File: src/rtl/matmul_tile_sequencer_if.sv
// Operand-fetch, kernel and result-tile signal bundle for the matmul tile sequencer.
// The sequencer takes the master side; buffers, kernel and result writer take the slave side.
interface matmul_tile_sequencer_if #(
  parameter int M  = 2,
  parameter int N  = 2,
  parameter int K  = 2,
  parameter int P  = 8,
  parameter int CW = 8
);
  logic                      op_req;
  logic [CW-1:0]             op_m_idx;
  logic [CW-1:0]             op_n_idx;
  logic [CW-1:0]             op_k_idx;
  logic                      op_valid;
  logic [M*K-1:0][P-1:0]     op_a;
  logic [K*N-1:0][P-1:0]     op_b;
  logic [M*K-1:0][P-1:0]     kern_a;
  logic [K*N-1:0][P-1:0]     kern_b;
  logic [M*N-1:0][4*P-1:0]   kern_c;
  logic [M*N-1:0][4*P-1:0]   kern_d;
  logic                      res_valid;
  logic                      res_ready;
  logic [M*N-1:0][4*P-1:0]   res_data;
  logic [CW-1:0]             res_m_idx;
  logic [CW-1:0]             res_n_idx;

  modport master (
    output op_req, op_m_idx, op_n_idx, op_k_idx,
    input  op_valid, op_a, op_b,
    output kern_a, kern_b, kern_c,
    input  kern_d,
    output res_valid, res_data, res_m_idx, res_n_idx,
    input  res_ready
  );

  modport slave (
    input  op_req, op_m_idx, op_n_idx, op_k_idx,
    output op_valid, op_a, op_b,
    input  kern_a, kern_b, kern_c,
    output kern_d,
    input  res_valid, res_data, res_m_idx, res_n_idx,
    output res_ready
  );
endinterface

File: src/rtl/matmul_tile_sequencer.sv
// Walks an MT x NT x KT tile job (mt, nt, kt innermost), feeding an external D = A*B + C
// kernel and folding D back into C until each output tile is complete.
module matmul_tile_sequencer #(
  parameter int M  = 2,
  parameter int N  = 2,
  parameter int K  = 2,
  parameter int P  = 8,
  parameter int CW = 8
) (
  input  logic          clk,
  input  logic          rst,
  input  logic          start,
  input  logic [CW-1:0] cfg_mt,
  input  logic [CW-1:0] cfg_nt,
  input  logic [CW-1:0] cfg_kt,
  output logic          busy,
  output logic          done,
  matmul_tile_sequencer_if.master bus
);
  typedef enum logic [2:0] {S_IDLE, S_FETCH, S_ACC, S_OUT, S_DONE} state_t;

  state_t                  r_state, w_next;
  logic [CW-1:0]           r_mt_cnt, r_nt_cnt, r_kt_cnt;
  logic [CW-1:0]           r_mt, r_nt, r_kt;
  logic [M*K-1:0][P-1:0]   r_a;
  logic [K*N-1:0][P-1:0]   r_b;
  logic [M*N-1:0][4*P-1:0] r_acc;
  logic                    w_cfg_zero, w_kt_last, w_nt_last, w_mt_last;

  assign w_cfg_zero = (cfg_mt == '0) || (cfg_nt == '0) || (cfg_kt == '0);
  assign w_kt_last  = (r_kt == r_kt_cnt - CW'(1));
  assign w_nt_last  = (r_nt == r_nt_cnt - CW'(1));
  assign w_mt_last  = (r_mt == r_mt_cnt - CW'(1));

  always_ff @(posedge clk) begin
    if (rst) r_state <= S_IDLE;
    else     r_state <= w_next;
  end

  always_comb begin
    w_next = r_state;
    case (r_state)
      S_IDLE:  if (start) w_next = w_cfg_zero ? S_DONE : S_FETCH;
      S_FETCH: if (bus.op_valid) w_next = S_ACC;
      S_ACC:   w_next = w_kt_last ? S_OUT : S_FETCH;
      S_OUT:   if (bus.res_ready) w_next = (w_nt_last && w_mt_last) ? S_DONE : S_FETCH;
      S_DONE:  w_next = S_IDLE;
      default: w_next = S_IDLE;
    endcase
  end

  always_comb begin
    bus.op_req    = (r_state == S_FETCH);
    bus.res_valid = (r_state == S_OUT);
    done          = (r_state == S_DONE);
    busy          = (r_state != S_IDLE);
  end

  // Counters and the accumulator only move on the transitions that own them, so
  // indices and result data stay frozen while a handshake is pending.
  always_ff @(posedge clk) begin
    if (rst) begin
      r_mt_cnt <= '0;
      r_nt_cnt <= '0;
      r_kt_cnt <= '0;
      r_mt     <= '0;
      r_nt     <= '0;
      r_kt     <= '0;
      r_a      <= '0;
      r_b      <= '0;
      r_acc    <= '0;
    end else begin
      case (r_state)
        S_IDLE: if (start) begin
          r_mt_cnt <= cfg_mt;
          r_nt_cnt <= cfg_nt;
          r_kt_cnt <= cfg_kt;
          r_mt     <= '0;
          r_nt     <= '0;
          r_kt     <= '0;
          r_acc    <= '0;
        end
        S_FETCH: if (bus.op_valid) begin
          r_a <= bus.op_a;
          r_b <= bus.op_b;
        end
        S_ACC: begin
          r_acc <= bus.kern_d;
          if (!w_kt_last) r_kt <= r_kt + CW'(1);
        end
        S_OUT: if (bus.res_ready) begin
          r_acc <= '0;
          r_kt  <= '0;
          if (!w_nt_last) begin
            r_nt <= r_nt + CW'(1);
          end else if (!w_mt_last) begin
            r_nt <= '0;
            r_mt <= r_mt + CW'(1);
          end
        end
        default: ;
      endcase
    end
  end

  assign bus.op_m_idx  = r_mt;
  assign bus.op_n_idx  = r_nt;
  assign bus.op_k_idx  = r_kt;
  assign bus.kern_a    = r_a;
  assign bus.kern_b    = r_b;
  assign bus.kern_c    = r_acc;
  assign bus.res_data  = r_acc;
  assign bus.res_m_idx = r_mt;
  assign bus.res_n_idx = r_nt;
endmodule

File: src/flat_wrapper.sv
// flat-port wrapper written by rule: the top's interface ports become plain ports
module matmul_tile_sequencer_flat 
#(
  parameter int M  = 2,
  parameter int N  = 2,
  parameter int K  = 2,
  parameter int P  = 8,
  parameter int CW = 8
)
  (clk, rst, start, cfg_mt, cfg_nt, cfg_kt, busy, done, bus_op_req, bus_op_m_idx, bus_op_n_idx, bus_op_k_idx, bus_op_valid, bus_op_a, bus_op_b, bus_kern_a, bus_kern_b, bus_kern_c, bus_kern_d, bus_res_valid, bus_res_data, bus_res_m_idx, bus_res_n_idx, bus_res_ready);
  matmul_tile_sequencer_if #(.M(M), .N(N), .K(K), .P(P), .CW(CW)) bus_i ();
  input  logic clk;
  input  logic rst;
  input  logic start;
  input  logic [CW-1:0] cfg_mt;
  input  logic [CW-1:0] cfg_nt;
  input  logic [CW-1:0] cfg_kt;
  output logic busy;
  output logic done;
  output wire logic [$bits(bus_i.op_req)-1:0] bus_op_req;
  output wire logic [$bits(bus_i.op_m_idx)-1:0] bus_op_m_idx;
  output wire logic [$bits(bus_i.op_n_idx)-1:0] bus_op_n_idx;
  output wire logic [$bits(bus_i.op_k_idx)-1:0] bus_op_k_idx;
  input wire logic [$bits(bus_i.op_valid)-1:0] bus_op_valid;
  input wire logic [$bits(bus_i.op_a)-1:0] bus_op_a;
  input wire logic [$bits(bus_i.op_b)-1:0] bus_op_b;
  output wire logic [$bits(bus_i.kern_a)-1:0] bus_kern_a;
  output wire logic [$bits(bus_i.kern_b)-1:0] bus_kern_b;
  output wire logic [$bits(bus_i.kern_c)-1:0] bus_kern_c;
  input wire logic [$bits(bus_i.kern_d)-1:0] bus_kern_d;
  output wire logic [$bits(bus_i.res_valid)-1:0] bus_res_valid;
  output wire logic [$bits(bus_i.res_data)-1:0] bus_res_data;
  output wire logic [$bits(bus_i.res_m_idx)-1:0] bus_res_m_idx;
  output wire logic [$bits(bus_i.res_n_idx)-1:0] bus_res_n_idx;
  input wire logic [$bits(bus_i.res_ready)-1:0] bus_res_ready;
  assign bus_op_req = bus_i.op_req;
  assign bus_op_m_idx = bus_i.op_m_idx;
  assign bus_op_n_idx = bus_i.op_n_idx;
  assign bus_op_k_idx = bus_i.op_k_idx;
  assign bus_i.op_valid = bus_op_valid;
  assign bus_i.op_a = bus_op_a;
  assign bus_i.op_b = bus_op_b;
  assign bus_kern_a = bus_i.kern_a;
  assign bus_kern_b = bus_i.kern_b;
  assign bus_kern_c = bus_i.kern_c;
  assign bus_i.kern_d = bus_kern_d;
  assign bus_res_valid = bus_i.res_valid;
  assign bus_res_data = bus_i.res_data;
  assign bus_res_m_idx = bus_i.res_m_idx;
  assign bus_res_n_idx = bus_i.res_n_idx;
  assign bus_i.res_ready = bus_res_ready;
  matmul_tile_sequencer #(.M(M), .N(N), .K(K), .P(P), .CW(CW)) u_core (.clk(clk), .rst(rst), .start(start), .cfg_mt(cfg_mt), .cfg_nt(cfg_nt), .cfg_kt(cfg_kt), .busy(busy), .done(done), .bus(bus_i));
endmodule
File: config.mk
export PLATFORM = sky130hd
export DESIGN_NAME = matmul_tile_sequencer_flat
export DESIGN_NICKNAME = d
export VERILOG_FILES = /design/src/rtl/matmul_tile_sequencer_if.sv /design/src/rtl/matmul_tile_sequencer.sv /design/src/flat_wrapper.sv
export SDC_FILE = /design/constraint.sdc
export NUM_CORES = 1
export LEC_CHECK = 0
export CAP_MARGIN = 20
export CORE_AREA = 5 5 224 226
export DETAILED_ROUTE_END_ITERATION = 10
export DIE_AREA = 0 0 229 231
export GPL_TIMING_DRIVEN = 0
export PLACE_DENSITY_LB_ADDON = 0.25
export SLEW_MARGIN = 10
export SYNTH_ARGS = -nofsm -noshare
export SYNTH_HDL_FRONTEND = slang
export SYNTH_SLANG_ARGS = --single-unit
File: constraint.sdc
create_clock -name clk -period 3.3 [get_ports clk]
set_clock_uncertainty 0.2 [all_clocks]
set_input_delay 0.33 -clock clk [delete_from_list [all_inputs] [get_ports clk]]
set_output_delay 0.33 -clock clk [all_outputs]
set_load 0.02 [all_outputs]
==> flow_summary.toml <==
[floorplan]
start_util = 0.224
dieArea_sq_um = 52900
pin_count = 585
core_area_sq_um = 48100
die_w_microns = 229
rows = 81
die_y_microns = 231

[drt]
drc = 0
met3_length_mm = 3.54
wl_mm = 49.9
viasPerCell = 4.45
drtIter0Drc = 537
wl_met2_mm = 24.8
top_layer = "met5"
wl_met1_mm = 20.1
wl_per_cell_microns = 18.9
ant_nets = 0
firstDrtPassIters = 4
vias = 11800

[finish]
utilization = 0.383
final_common_cell = "clkdlybuf4s50_1"
drive_gt1_frac = 0.0988
final_cell_mix = "clkdlybuf4s50_1, nand2_1, dfxtp_1"
nets = 2221
syn_to_final_growth_pct = 70.9

[placement]
dpl_worst_slack_ns = -0.167
port-buffer-count = 583
place.gp.congestion = 0.871
hpwl_mm = 39.6

[pwr]
p_leak_nw = 6.59
powerDensity_nw_per_um2 = 429
ir_worst_vdd_v = 0.000226

[synth]
synthCells = 1379
synth_seq_cells = 243
muxShareOfSynthArea = 0.00371
syn_nets = 1606
seq_area_frac_synth = 0.451
synth_warnings = 0
synthFlopType = "dfxtp_1"
async_flop_share = 0
synth_area_leaders = "dfxtp_1, nand2_1, a21oi_1"
synth_area_leader_cell = "dfxtp_1"
synth_edf_count = 0
synth_area_per_cell_sq_um = 7.83
syn_area_sq_um = 10800
synth_cell_types = 55
synthSimpleGateAreaFrac = 0.234
synth-xor-area-share = 0.0252
synthAdderAreaFrac = 0.00696
synth_top_family_by_area = "simple AND/OR/NAND/NOR gates"
synth_compound_area_frac = 0.141
synth_top_area_frac = 0.451

[setup_path]
crit_type = "reg2reg"
critPathCaptureType = "register"
crit_arrival_ns = 3.46
critPathMaxFanout = 10
start_kind = "register"
crit_required_ns = 3.60

[timing]
finalSetupViolCount = 0
finalWorstSetupSlack_ns = 0.138
worst_pin_slew_ns = 1.03
hold_viol_final = 0
min_period_over_period = 0.958
rsz0062_at_grt = "true"
slew_viol_final = 0
fmax_mhz = 316
final.min_clock_period_ns = 3.16
slew-limit-headroom = 0.312

[global_routing]
grtUsageTotal = 0.177
grt.overflow.total = 0
antenna_found_initial = 5
grt_pass1_vias = 11800
grt_max_degree = 15
grt_pass1_wl_mm = 73.3

[clock_network]
post_cts.repair.setup_buffers = 0
clockRootBuffer = "clkbuf_16"
cts_max_level = 1
clkTransAtPathRegs_ns = 0.06
tritoncts = "done"
cts.repair.resized = 1
numCtsBuffers = 30
cts_hold_buf = 0
clock-sinks = 243
insertion_delay_ns = 0.56
max-clock-path-buffers = 3

[status]
outcome = "complete, no violations"

[job]
maxCapViolCount = 0

[min_path]
hold_class = "in2reg"
## per-stage QoR
stage	total power [mW]	setup TNS, ns	instances	hold slack (ns)	cell area [sq um]
global route	8.25	-0.0250	2639	0.0926	18400
CTS	8.03	0	2637	0.0612	18400
floorplan	3.81	0	1379	0.248	10800
finish	7.90	0	2640	0.0881	18400
detailed placement	4.55	-8.22	2584	0.246	17400
global placement	4.53	-2.46	2584	0.243	17400
## worst max-delay path, cell delays in order, from the launching register on
cell and delay, ns:
dfxtp_1 0.35, or4_4 0.57, or4b_1 0.51, a21oi_1 0.17, o311ai_2 0.24, o21a_1 0.31, buf_6 0.16, or4_1 0.50
nand2_1 0.08
## per-layer routing
layer,GRT usage,vias to the layer above
met3,0.0496,70
met5,0,-
met1,0.208,5518
met2,0.315,417
met4,0.0498,2
li1,-,5748
## layout make-up
class | instances | area, sq um
multi-input cells | 886 | 4440
inverters | 13 | 48.8
well taps | 622 | 778
clock inverters | 9 | 151
clock buffers | 44 | 875
repair buffers | 583 | 5840
plain buffers | 237 | 1440
diodes | 3 | 7.51
flip-flops and latches | 243 | 4860
fillers | 4955 | 29700
## sequential cells by signal (all words and copies together), names as in the netlist
register / count
u_core.bus.op_n_idx: 8
u_core.r_nt_cnt: 8
u_core.bus.op_m_idx: 8
u_core.bus.kern_b: 32
u_core.bus.kern_c: 128
u_core.r_mt_cnt: 8
u_core.r_state: 3
u_core.r_kt_cnt: 8
u_core.bus.op_k_idx: 8
u_core.bus.kern_a: 32
## synth_stat cells, types with 8 or more instances
cell type	n
nand2b_1	9
a21oi_1	231
or4_1	8
xnor2_1	18
xor2_1	13
dfxtp_1	243
o211ai_1	8
nor2_1	21
buf_4	144
o21ai_0	9
clkbuf_1	90
nand3_1	137
nand2_1	332
nor3_1	9
or3_1	12
inv_1	13
nor4_1	10
## where the power goes
part           leakage [nW]  internal, mW  switching, mW  total (mW)
Clock                 0.500          2.13           1.30        3.43
Combinational          4.12         0.648          0.694        1.34
Sequential             1.97          3.04         0.0943        3.13
Total                  6.59          5.82           2.09        7.90
## final timing paths
path	depth (start not counted)	slack [ns]	end	start
worst max-delay path	8	0.14	u_core.bus.op_m_idx[7]	u_core.r_nt_cnt[0]
worst min-delay path	2	0.09	u_core.r_state[0]	rst
worst max register to register	8	0.14	u_core.bus.op_m_idx[7]	u_core.r_nt_cnt[0]
worst min register to register	2	0.25	u_core.bus.kern_a[8]	u_core.bus.kern_a[8]
## logic make-up after synthesis
kind of cell,count (synthesis)
muxes,4
adders and majority gates,6
AOI/OAI and AO/OA,278
buffers and inverters,250
and+or+nand+nor,567
xor gates and xnor gates,31
DFF,243
Note: power is estimated with default switching activity, not from simulation.
